File: src/rtl/ex_muldiv.sv
`default_nettype none
// ============================================================================
// Module   : ex_muldiv
// Brief    : RV32M multiply/divide unit for the execute stage. Pipelined
//            multiply, 32-step restoring divide, stalls the front end.
// Revision : 1.0 - initial release
// ============================================================================
module ex_muldiv #(
    parameter int MUL_LATENCY = 2
) (
    input  logic        clk,
    input  logic        reset,
    input  logic        valid_i,
    input  logic [2:0]  funct3_i,
    input  logic [31:0] srca_i,
    input  logic [31:0] srcb_i,
    input  logic        flush_i,
    output logic        stall_o,
    output logic        result_valid_o,
    output logic [31:0] result_o
);

    localparam logic [1:0] c_ST_IDLE  = 2'd0;
    localparam logic [1:0] c_ST_MUL   = 2'd1;
    localparam logic [1:0] c_ST_DIV   = 2'd2;
    localparam logic [1:0] c_ST_DONE  = 2'd3;
    localparam logic [4:0] c_MUL_LAST = (MUL_LATENCY >= 2) ? 5'(MUL_LATENCY - 2) : 5'd0;
    localparam logic [4:0] c_DIV_LAST = 5'd31;

    logic [1:0]  r_state, w_state_next;
    logic [4:0]  r_count;
    logic [31:0] r_result;
    logic [31:0] r_quo, r_rem, r_divisor;
    logic        r_neg_q, r_neg_r, r_rem_sel;

    logic        w_accept;
    logic        w_sign_a, w_sign_b;
    logic [63:0] w_prod;
    logic [31:0] w_mul_sel, w_mul_res;
    logic        w_div_signed, w_div_zero, w_div_ovf, w_special;
    logic [31:0] w_special_val, w_abs_a, w_abs_b;
    logic [32:0] w_rem_shift, w_rem_diff;
    logic        w_q_bit;
    logic [31:0] w_rem_next, w_quo_next, w_div_res;
    logic [31:0] w_done_val;

    assign w_accept       = (r_state == c_ST_IDLE) & valid_i & ~flush_i;
    assign stall_o        = valid_i & (r_state != c_ST_DONE) & ~flush_i;
    assign result_valid_o = (r_state == c_ST_DONE);
    assign result_o       = r_result;

    // 33x33 signed product; the low 64 bits are exact after extending to 64.
    assign w_sign_a  = (funct3_i[1:0] != 2'b11) & srca_i[31];
    assign w_sign_b  = ~funct3_i[1] & srcb_i[31];
    assign w_prod    = {{32{w_sign_a}}, srca_i} * {{32{w_sign_b}}, srcb_i};
    assign w_mul_sel = (funct3_i[1:0] == 2'b00) ? w_prod[31:0] : w_prod[63:32];

    generate
        if (MUL_LATENCY == 1) begin : g_mul_direct
            assign w_mul_res = w_mul_sel;
        end else begin : g_mul_pipe
            logic [31:0] r_mpipe [MUL_LATENCY-1];
            always_ff @(posedge clk) begin
                if (w_accept) begin
                    r_mpipe[0] <= w_mul_sel;
                end
                for (int i = 1; i < MUL_LATENCY - 1; i++) begin
                    r_mpipe[i] <= r_mpipe[i-1];
                end
            end
            assign w_mul_res = r_mpipe[MUL_LATENCY-2];
        end
    endgenerate

    assign w_div_signed  = ~funct3_i[0];
    assign w_div_zero    = (srcb_i == 32'd0);
    assign w_div_ovf     = w_div_signed & (srca_i == 32'h8000_0000) & (srcb_i == 32'hFFFF_FFFF);
    assign w_special     = funct3_i[2] & (w_div_zero | w_div_ovf);
    assign w_special_val = w_div_zero ? (funct3_i[1] ? srca_i : 32'hFFFF_FFFF)
                                      : (funct3_i[1] ? 32'd0  : 32'h8000_0000);
    assign w_abs_a       = (w_div_signed & srca_i[31]) ? (32'd0 - srca_i) : srca_i;
    assign w_abs_b       = (w_div_signed & srcb_i[31]) ? (32'd0 - srcb_i) : srcb_i;

    // One restoring step: the sign of the 33-bit difference picks the quotient bit.
    assign w_rem_shift = {r_rem, r_quo[31]};
    assign w_rem_diff  = w_rem_shift - {1'b0, r_divisor};
    assign w_q_bit     = ~w_rem_diff[32];
    assign w_rem_next  = w_q_bit ? w_rem_diff[31:0] : w_rem_shift[31:0];
    assign w_quo_next  = {r_quo[30:0], w_q_bit};
    assign w_div_res   = r_rem_sel ? (r_neg_r ? (32'd0 - w_rem_next) : w_rem_next)
                                   : (r_neg_q ? (32'd0 - w_quo_next) : w_quo_next);

    always_comb begin
        w_state_next = r_state;
        w_done_val   = w_mul_res;
        case (r_state)
            c_ST_IDLE: begin
                if (w_accept) begin
                    if (!funct3_i[2]) begin
                        w_state_next = (MUL_LATENCY == 1) ? c_ST_DONE : c_ST_MUL;
                    end else begin
                        w_state_next = w_special ? c_ST_DONE : c_ST_DIV;
                        w_done_val   = w_special_val;
                    end
                end
            end
            c_ST_MUL: begin
                if (r_count == c_MUL_LAST) w_state_next = c_ST_DONE;
            end
            c_ST_DIV: begin
                w_done_val = w_div_res;
                if (r_count == c_DIV_LAST) w_state_next = c_ST_DONE;
            end
            default: w_state_next = c_ST_IDLE;
        endcase
        if (flush_i) w_state_next = c_ST_IDLE;
    end

    always_ff @(posedge clk) begin
        if (reset) begin
            r_state <= c_ST_IDLE;
        end else begin
            r_state <= w_state_next;
        end
    end

    always_ff @(posedge clk) begin
        if (reset) begin
            r_count  <= 5'd0;
            r_result <= 32'd0;
        end else begin
            if (w_accept) begin
                r_count   <= 5'd0;
                r_quo     <= w_abs_a;
                r_rem     <= 32'd0;
                r_divisor <= w_abs_b;
                r_neg_q   <= w_div_signed & (srca_i[31] ^ srcb_i[31]);
                r_neg_r   <= w_div_signed & srca_i[31];
                r_rem_sel <= funct3_i[1];
            end else if (r_state == c_ST_DIV) begin
                r_count <= r_count + 5'd1;
                r_quo   <= w_quo_next;
                r_rem   <= w_rem_next;
            end else if (r_state == c_ST_MUL) begin
                r_count <= r_count + 5'd1;
            end
            if (w_state_next == c_ST_DONE && r_state != c_ST_DONE) begin
                r_result <= w_done_val;
            end
        end
    end

endmodule
`default_nettype wire
File: config.mk
export PLATFORM = sky130hd
export DESIGN_NAME = ex_muldiv
export DESIGN_NICKNAME = d
export VERILOG_FILES = /design/src/rtl/ex_muldiv.sv
export SDC_FILE = /design/constraint.sdc
export NUM_CORES = 2
export LEC_CHECK = 0
export BUFFER_PORTS_ARGS = -buffer_cell sky130_fd_sc_hd__buf_4
export CAP_MARGIN = 20
export CELL_PAD_IN_SITES_DETAIL_PLACEMENT = 0
export CELL_PAD_IN_SITES_GLOBAL_PLACEMENT = 2
export CORE_MARGIN = 4
export CORE_UTILIZATION = 43
export CTS_BUF_LIST = sky130_fd_sc_hd__clkbuf_4 sky130_fd_sc_hd__clkbuf_8 sky130_fd_sc_hd__clkbuf_16
export CTS_CLUSTER_DIAMETER = 100
export CTS_CLUSTER_SIZE = 14
export DETAILED_ROUTE_END_ITERATION = 8
export GPL_TIMING_DRIVEN = 1
export HOLD_SLACK_MARGIN = 0.02
export PLACE_DENSITY_LB_ADDON = 0.1
export SETUP_SLACK_MARGIN = 0.2
export SKIP_CTS_REPAIR_TIMING = 1
export SYNTH_ARGS = -nofsm -noshare
export SYNTH_HDL_FRONTEND = slang
export SYNTH_SLANG_ARGS = --single-unit
File: constraint.sdc
create_clock -name clk -period 11.7 [get_ports clk]
set_clock_uncertainty 0.2 [all_clocks]
set_input_delay 1.755 -clock clk [delete_from_list [all_inputs] [get_ports clk]]
set_output_delay 1.755 -clock clk [all_outputs]
set_load 0.1 [all_outputs]
==> metrics.log <==
INFO  metric crit_path_max_fanout = 22
INFO  metric path_depth = 29
INFO  metric synth.ff_latch_count = 170
INFO  metric detail_route.wirelength = 172 mm
INFO  metric initial_utilization = 0.433
INFO  metric post_synth_most_frequent_cells = sky130_fd_sc_hd__inv_1 (1152), sky130_fd_sc_hd__fa_1 (1126), sky130_fd_sc_hd__nand2_1 (854)
INFO  metric synth_area_leader_cell = sky130_fd_sc_hd__fa_1
INFO  metric final_util = 0.456
INFO  metric clkLatencyLatePin = 440 ps
INFO  metric clock_tree.buffer_depth = 2
INFO  metric synth.most_common_cell = sky130_fd_sc_hd__inv_1
INFO  metric post-dp-hpwl = 135 mm
INFO  metric via_count = 37995
INFO  metric maxSlewHeadroom = 0.330
INFO  metric clock_sinks = 170
INFO  metric critical_path.most_common_cell = sky130_fd_sc_hd__fa_1
INFO  metric stdcell_area = 53000 sq um
INFO  metric grt_pass1_vias = 40202
INFO  metric critical-path-slowest-cell = sky130_fd_sc_hd__a211oi_1
INFO  metric rr_startpoint = r_quo[31]
INFO  metric total_global_routing_overflow = 0
INFO  metric die_h = 350 um
INFO  metric area_growth_from_synthesis_to_layout = 5.22%
INFO  metric critical_path.startpoint_type = primary input
INFO  metric syn-mean-instance-area = 8.98 sq um
INFO  metric tightestPinTransition = 999 ps
INFO  metric fillerInstances = 11615
INFO  metric placementRows = 125
INFO  metric max_stage_delay = 700 ps
INFO  metric drt_met1_wl = 78.1 mm
INFO  metric cp.buffers_inverters = 8
INFO  metric finalSetupViolCount = 0
INFO  metric place_area = 52300 sq um
INFO  metric hold_start = result_o[4]
INFO  metric final_nets = 6910
INFO  metric register_to_register_setup_slack = 5630 ps
INFO  metric ctsHtreeMaxLevel = 4
INFO  metric initialDrtViolationCount = 2827
INFO  metric cell_types_with_the_largest_area_share_after_synthesis = sky130_fd_sc_hd__fa_1 (45%), sky130_fd_sc_hd__inv_1 (8.6%), sky130_fd_sc_hd__edfxtp_1 (7.8%)
INFO  metric ios = 105
INFO  metric ys_seq_area_frac = 0.0936
INFO  metric core_area = 116000 sq um
INFO  metric ys_dominant_reg_cell = sky130_fd_sc_hd__edfxtp_1
INFO  metric fp.dieArea = 123000 sq um
INFO  metric cts_root_buffer = sky130_fd_sc_hd__clkbuf_16
INFO  metric numCtsBuffers = 17
INFO  metric worstRegToRegCells = 20
INFO  metric post_synth_instance_area = 50400 sq um
INFO  metric route.detailed.drc = 0
INFO  metric vias_per_cell = 5.43
INFO  metric port_buffers = 104
INFO  metric synth-edff-count = 131
INFO  metric route.top_layer_used = met5
INFO  metric route.met2.wl = 80.4 mm
INFO  metric slew_viol_final = 0
INFO  metric cts_tree = yes
INFO  metric synthesis.instances = 5608
INFO  metric grt_start_max_net_pins = 71
INFO  metric placer_s_final_routability_congestion_estimate = 0.896
INFO  metric run_status = finished, final reports clean
INFO  metric clock.fmax = 95.6 MHz
INFO  metric ys_warn_count = 0
INFO  metric synth_cell_type_count = 79
INFO  metric worst_ep_arrival_time = 10440 ps
INFO  metric timing.critical_path.to_type = register
INFO  metric drt_first_pass_iters = 7
INFO  metric synthesis.nets = 7063
INFO  metric path_clk_slew = 80 ps
INFO  metric finalHoldViolations = 0
INFO  metric cap_viol_max_count = 0
INFO  metric hold_depth = 2
INFO  metric tns_setup = 0 ps
INFO  metric global_route.usage.total = 0.286
INFO  metric worst_hold_path_type = register to register
INFO  metric antenna_violating_nets_post_route = 0
INFO  metric layout_worst_path_cycle_share = 0.894
INFO  metric setup_repair_after_global_routing_missed_its_margin = false
INFO  metric post-synth-top-area-fraction = 0.448
INFO  metric detailroute.wirelength.met3 = 9.49 mm
INFO  metric cp_data_required_time = 11680 ps
INFO  metric initial_antenna_violation_count = 8
INFO  metric fraction_of_final_layout_cells_with_drive_strength_greater_than_1 = 0.0468
INFO  metric worst_path_dominant_cell_family = adder cells
INFO  metric critPathLaunch = funct3_i[1]
INFO  metric global_route_wire_length_before_repair = 263 mm
INFO  metric timing.final.crit_period = 10460 ps
INFO  metric avgRoutedWirePerCell = 24.5 um
INFO  metric floorplan.die.width = 350 um
INFO  metric worst-setup-path-type = primary input to register
INFO  metric hold-worst-slack = 298 ps
INFO  metric postSynth.asyncResetShare = 0
-- worst register-to-register path, delay by kind of cell (launching register included) --
kind | cells | cell delay (ps)
compound gates | 6 | 1920
xor+xnor | 1 | 230
fa+ha+maj | 3 | 1010
buf+inv | 3 | 650
flops | 1 | 490
mux | 2 | 740
simple gates | 5 | 750
-- metal layers --
layer | global-route usage | up-vias
li1 | - | 16807
met1 | 0.415 | 19977
met2 | 0.468 | 1077
met3 | 0.0327 | 132
met4 | 0.0554 | 2
met5 | 0 | -
-- logic make-up (layout without fill, tap and decap cells) --
logic type | after synthesis | after routing | share of synthesized area
other | 0 | 3 | 0
DFF | 170 | 170 | 0.0936
adders and majority gates | 1384 | 1384 | 0.512
buffers and inverters | 1503 | 1363 | 0.112
muxes | 39 | 39 | 0.00790
and+or+nand+nor | 1700 | 1700 | 0.159
AOI/OAI and AO/OA | 620 | 620 | 0.0815
xor gates and xnor gates | 192 | 192 | 0.0334
-- layout by cell type (no fill, tap or decap), types with 24 or more instances in the layout --
master,instances
sky130_fd_sc_hd__nand2b_1,31
sky130_fd_sc_hd__nand3_1,43
sky130_fd_sc_hd__ha_1,258
sky130_fd_sc_hd__and2_1,373
sky130_fd_sc_hd__dfxtp_1,39
sky130_fd_sc_hd__xnor2_1,122
sky130_fd_sc_hd__nand4_1,24
sky130_fd_sc_hd__mux2i_1,33
sky130_fd_sc_hd__o21ai_0,150
sky130_fd_sc_hd__buf_4,176
sky130_fd_sc_hd__a21o_1,58
sky130_fd_sc_hd__edfxtp_1,131
sky130_fd_sc_hd__a211oi_1,28
sky130_fd_sc_hd__inv_1,1151
sky130_fd_sc_hd__xor2_1,70
sky130_fd_sc_hd__o31ai_1,37
sky130_fd_sc_hd__nor2_1,191
sky130_fd_sc_hd__nand2_1,853
sky130_fd_sc_hd__a21oi_1,135
sky130_fd_sc_hd__fa_1,1126
sky130_fd_sc_hd__nor3_1,43
-- registers in the layout, indices dropped and copies added (netlist names) --
register	cells
r_quo	32
r_count	5
r_rem	32
result_o	32
r_state	2
g_mul_pipe.r_mpipe	32
r_divisor	32
r_neg_r	1
r_rem_sel	1
r_neg_q	1
-- stage by stage --
step | std cells | worst slack (ps)
6_report | 6995 | 1240
5_1_grt | 6993 | 818
3_3_place_gp | 6958 | 948
2_1_floorplan | 5608 | 1530
4_1_cts | 6991 | 1340
3_5_place_dp | 6959 | 893
-- path summary, 6_finish.rpt --
| kind | end |
|---|---|
| setup / recovery | g_mul_pipe.r_mpipe[0][29] |
| hold / removal | result_o[4] |
| setup reg to reg | result_o[18] |
| hold reg to reg | result_o[4] |
-- cell type report --
type | count | area, sq um | share of cell area
clock buffer | 22 | 539 | 0.0102
antenna | 3 | 7.51 | 0.000142
timing repair buffer | 178 | 1370 | 0.0258
inverter | 1153 | 4330 | 0.0817
sequential | 170 | 4710 | 0.0890
clock inverter | 10 | 90.1 | 0.00170
tap | 1524 | 1910 | 0.0360
multi-input combinational | 3935 | 40000 | 0.755
Power is left out: the tool's default activity adds up to more than one toggle a clock period on the data nets, which glitch-free logic cannot reach.
